`config.mk`:
```
export PLATFORM = sky130hd
export DESIGN_NAME = addsub_pipe
export DESIGN_NICKNAME = d
export VERILOG_FILES = /design/src/rtl/addsub_pipe.sv
export SDC_FILE = /design/constraint.sdc
export NUM_CORES = 1
export LEC_CHECK = 0
export CORE_AREA = 2 2 127 129
export DETAILED_ROUTE_END_ITERATION = 7
export DIE_AREA = 0 0 129 131
export HOLD_SLACK_MARGIN = 0.02
export PLACE_DENSITY = 0.82
export SYNTH_ARGS = -nofsm -noshare
export SYNTH_HDL_FRONTEND = slang
export SYNTH_SLANG_ARGS = --single-unit
```
`constraint.sdc`:
```
create_clock -name CLK -period 9.55 [get_ports CLK]
set_clock_uncertainty 0.05 [all_clocks]
set_input_delay 1.91 -clock CLK [delete_from_list [all_inputs] [get_ports CLK]]
set_output_delay 1.91 -clock CLK [all_outputs]
set_load 0.005 [all_outputs]
```
`src/rtl/addsub_pipe.sv`:
```
// addsub_pipe: pipelined add/subtract with one carry slice per stage,
// valid/ready flow control, optional signed saturation and NZCV flags.
module addsub_pipe #(
    parameter int WIDTH = 32,
    parameter int CHUNK = 8
) (
    input  logic             CLK,
    input  logic             RST,
    input  logic             in_valid,
    output logic             in_ready,
    input  logic             is_sub,
    input  logic             is_sat,
    input  logic [WIDTH-1:0] a,
    input  logic [WIDTH-1:0] b,
    output logic             out_valid,
    input  logic             out_ready,
    output logic [WIDTH-1:0] out,
    output logic             flag_n,
    output logic             flag_z,
    output logic             flag_c,
    output logic             flag_v
);

    localparam int STAGES = (WIDTH / CHUNK < 1) ? 1 : WIDTH / CHUNK;
    localparam int LAST   = STAGES - 1;

    localparam logic [WIDTH-1:0] SAT_MAX = {1'b0, {(WIDTH-1){1'b1}}};
    localparam logic [WIDTH-1:0] SAT_MIN = {1'b1, {(WIDTH-1){1'b0}}};

    // Stage registers. Operand b is stored already conditioned
    // (inverted for subtract), so later stages never need is_sub.
    logic             vld_q [STAGES];
    logic             sat_q [STAGES];
    logic             cy_q  [STAGES];
    logic [WIDTH-1:0] opa_q [STAGES];
    logic [WIDTH-1:0] opb_q [STAGES];
    logic [WIDTH-1:0] sum_q [STAGES];

    // Values presented to each stage and what it computes from them.
    logic             src_vld [STAGES];
    logic             src_sat [STAGES];
    logic             src_c   [STAGES];
    logic [WIDTH-1:0] src_a   [STAGES];
    logic [WIDTH-1:0] src_b   [STAGES];
    logic [WIDTH-1:0] src_s   [STAGES];
    logic [CHUNK-1:0] slc_s   [STAGES];
    logic             slc_c   [STAGES];
    logic [WIDTH-1:0] nxt_s   [STAGES];

    logic             stall;
    logic             msb_cin;
    logic             raw_v;
    logic             sat_hit;
    logic [WIDTH-1:0] res;

    // A held result blocks the whole pipe, bubbles included.
    assign stall    = out_valid && !out_ready;
    assign in_ready = !stall;

    // Per-stage slice adder: stage k resolves bits of slice k only.
    always_comb begin
        for (int k = 0; k < STAGES; k++) begin
            if (k == 0) begin
                src_vld[k] = in_valid;
                src_sat[k] = is_sat;
                src_c[k]   = is_sub;
                src_a[k]   = a;
                src_b[k]   = is_sub ? ~b : b;
                src_s[k]   = '0;
            end else begin
                src_vld[k] = vld_q[k-1];
                src_sat[k] = sat_q[k-1];
                src_c[k]   = cy_q[k-1];
                src_a[k]   = opa_q[k-1];
                src_b[k]   = opb_q[k-1];
                src_s[k]   = sum_q[k-1];
            end
            {slc_c[k], slc_s[k]} =
                {1'b0, src_a[k][k*CHUNK +: CHUNK]}
              + {1'b0, src_b[k][k*CHUNK +: CHUNK]}
              + {{CHUNK{1'b0}}, src_c[k]};
            nxt_s[k] = src_s[k];
            nxt_s[k][k*CHUNK +: CHUNK] = slc_s[k];
        end
    end

    // Final stage: recover carry into the MSB, detect overflow, clamp.
    always_comb begin
        msb_cin = slc_s[LAST][CHUNK-1]
                ^ src_a[LAST][WIDTH-1]
                ^ src_b[LAST][WIDTH-1];
        raw_v   = msb_cin ^ slc_c[LAST];
        sat_hit = src_sat[LAST] && raw_v;
        res     = nxt_s[LAST];
        if (sat_hit) begin
            res = src_a[LAST][WIDTH-1] ? SAT_MIN : SAT_MAX;
        end
    end

    // Pipeline advance; everything freezes while the output is stalled.
    always_ff @(posedge CLK or posedge RST) begin
        if (RST) begin
            for (int k = 0; k < STAGES; k++) begin
                vld_q[k] <= 1'b0;
                sat_q[k] <= 1'b0;
                cy_q[k]  <= 1'b0;
                opa_q[k] <= '0;
                opb_q[k] <= '0;
                sum_q[k] <= '0;
            end
            out_valid <= 1'b0;
            out       <= '0;
            flag_n    <= 1'b0;
            flag_z    <= 1'b0;
            flag_c    <= 1'b0;
            flag_v    <= 1'b0;
        end else if (!stall) begin
            for (int k = 0; k < STAGES; k++) begin
                vld_q[k] <= src_vld[k];
                sat_q[k] <= src_sat[k];
                cy_q[k]  <= slc_c[k];
                opa_q[k] <= src_a[k];
                opb_q[k] <= src_b[k];
                sum_q[k] <= nxt_s[k];
            end
            out_valid <= src_vld[LAST];
            if (src_vld[LAST]) begin
                out    <= res;
                flag_n <= res[WIDTH-1];
                flag_z <= (res == '0);
                flag_c <= slc_c[LAST];
                flag_v <= raw_v;
            end
        end
    end

endmodule
```
==> results.cfg <==
[global_routing]
grt_pass1_vias = 6418
grt-ovfl-total = 0
track_usage_pct = 23.61
grt_pass1_wl_um = 31430
antenna_found_initial = 0
grt_max_degree = 97

[critical_path]
crit_family = buffers and inverters
worstSetupPathType = input pin to output port
crit_arrival_ns = 4.15
crit_path_cell_trace = clkdlybuf4s50_1 > nor2b_4 > buf_4 > inv_4 > clkdlybuf4s50_1
critPathLaunchType = input pin
timing.rr.start = cy_q[1]$_DFFE_PP0N_
slowest_stage = buf_4
path_max_fanout = 96
cp.buffers_inverters = 4
reg2reg_slack_ns = 6.23
cpPeakStageDelay_ns = 0.64
r2r_end = out[26]$_DFFE_PP0P_
endpoint_kind = output port
crit_required_ns = 7.59
reg2reg_depth = 10
cp_common_cell = clkdlybuf4s50_1

[hold_path]
hold_end = opa_q[126]$_DFFE_PP0N_
worstHoldStart = opa_q[126]$_DFFE_PP0N_
worstHoldPathType = register to register
worstHoldPathCells = 2

[layout]
fin_nets = 1169
multi_input_area_sq_um = 3814
final_cell_mix = nand2_1, dfrtp_1, clkdlybuf4s50_1
register_area_sq_um = 4730
area_growth_pct = 20.13
n_antenna_cell = 0
drive_gt1_share_pct = 4.643
fill_cells = 1214
final_common_cell = nand2_1

[pwr]
power_leakage_nw = 5.051
irDropWorstVdd_mv = 0.1820
p_per_area_nw_per_um2 = 346.9

[detailed_routing]
via_per_inst = 5.250
via_count = 6788
dr.pass1.iters = 5
wire_per_inst_um = 14.30
wirelength_um = 18500
final_antenna_net_count = 0
drt-initial-drc-count = 633
drc = 0

[floorplan]
boundaryPins = 108
start_util_pct = 56.87
core_area_sq_um = 15600
dieHeight_um = 131
die_x_um = 129
rows = 46
dieArea_sq_um = 16900

[outcome]
status = complete, no violations

[timing]
fmax_mhz = 163.8
finalHoldViolCount = 0
slew_viol_final = 0
max_slew.worst_pin.slew_ns = 0.9000
period_share_pct = 63.94
rsz0062_at_grt = no
setup_viol = 0
fin_crit_ns = 6.106
maxSlewHeadroom_pct = 40.00
fin_tns_setup_ns = 0
fin_ws_ns = 3.444

[clock_network]
cts_resized = 0
clk_path_buf_depth = 2
ctsHoldBuffers = 0
cts_tree = built
cts-root-buf = clkbuf_16
h-tree-depth = 4
insertion_delay_ns = 0.43
numCtsBuffers = 17
cts_setup_buffers = 0
clk_pin_slew_ns = 0.07
cts_sinks = 189

[yosys]
ys_warn_count = 0
synth.avg_cell_area_sq_um = 8.997
ys.flop_type = dfrtp_1
synth_area_leaders = dfrtp_1, nand2_1, ha_1, xnor2_1, a21oi_1
synth_area_sq_um = 8871
ys_seq_area_share_pct = 53.31
synthDistinctLibCells = 55
synth_edf_count = 0
syn-num-nets = 1091
async_flop_share_pct = 100.0
postSynthCellCount = 986
netlist.area_leader.share_pct = 53.31
ys_seq_elements = 189
synth_top_area_cell = dfrtp_1

[run]
max-cap-violations = 0

[placed_design]
io_buffers = 107
pre_cts_ws_ns = 3.415
place_congestion = 0.8423
dp_hpwl_um = 12530
[layer usage]
metal	share of wire, %	vias to the layer above	track usage (%)
met2	46	202	35.11
met5	0	-	0
met3	5.2	24	4.601
li1	-	3380	-
met4	1.6	0	8.312
met1	47	3182	34.99
[synthesized netlist by cell type, drive strengths merged, types with 6 or more instances]
library cell / number
nand2: 348
a21o: 6
inv: 25
o21ai: 47
xnor2: 36
ha: 28
nor4: 8
buf: 14
o21a: 6
xor2: 13
o31ai: 6
clkbuf: 41
fa: 7
nor2b: 7
dfrtp: 189
a21oi: 58
nor2: 54
nand3: 35
[final cells by class]
type,instances,share of cell area [%]
Sequential cell,189,44.38
Multi-Input combinational cell,716,35.79
Timing Repair Buffer,114,10.50
Clock buffer,21,4.509
Tap cell,216,2.536
Clock inverter,11,1.303
Inverter,26,0.9863
[cell families after synthesis]
group           count (synthesis)  share of synthesized area [%]
mux                             2                         0.2398
buf+inv                        81                          3.850
simple gates                  482                          22.41
flops                         189                          53.31
compound gates                148                          9.817
fa+ha+maj                      35                          5.529
xor+xnor                       49                          4.838
[worst reg2reg max path: cells and delay by family, from the launching register on]
kind	cells	cell delay, ns
flip-flops	1	0.40
AO/OA/AOI/OAI	3	1.24
buffers and inverters	1	0.11
AND/OR/NAND/NOR	4	0.65
adder cells (fa/ha/maj)	2	0.71
[registers in the layout, indices dropped and copies added (netlist names), 3 cells and up]
| name | cells |
|---|---|
| nxt_s | 48 |
| opa_q | 48 |
| opb_q | 48 |
| out | 32 |
| cy_q | 3 |
| sat_q | 3 |
| src_vld | 3 |
[worst max path at each step]
stage	depth (start not counted)	slack, ns	to	start
2_1_floorplan	1	2.45	cy_q[1]$_DFFE_PP0N_	RST
3_3_place_gp	5	3.42	in_ready	out_ready
3_5_place_dp	5	3.42	in_ready	out_ready
4_1_cts	5	3.42	in_ready	out_ready
5_1_grt	5	3.23	in_ready	out_ready
6_report	5	3.44	in_ready	out_ready
[report_power, final]
part,switching [W],internal [W],total [W]
clock,0.000297,0.000438,0.000734
combinational,0.000866,0.000685,0.00155
sequential,0.000251,0.00116,0.00141
total,0.00141,0.00228,0.00370
[per-stage QoR]
stage                     utilization (%)  cells  cell area [sq um]  hold WS [ns]  power [W]
after floorplan                         -    986               8871        0.3886   0.002460
after global placement              64.35   1261              10040        0.3990   0.002885
after detailed placement            64.35   1261              10040        0.4049   0.002949
after CTS                           68.32   1293              10660        0.4205   0.003705
after global routing                68.32   1293              10660        0.4372   0.003991
final                               68.32   1293              10660        0.4162   0.003697
(Power assumes the default switching activity.)
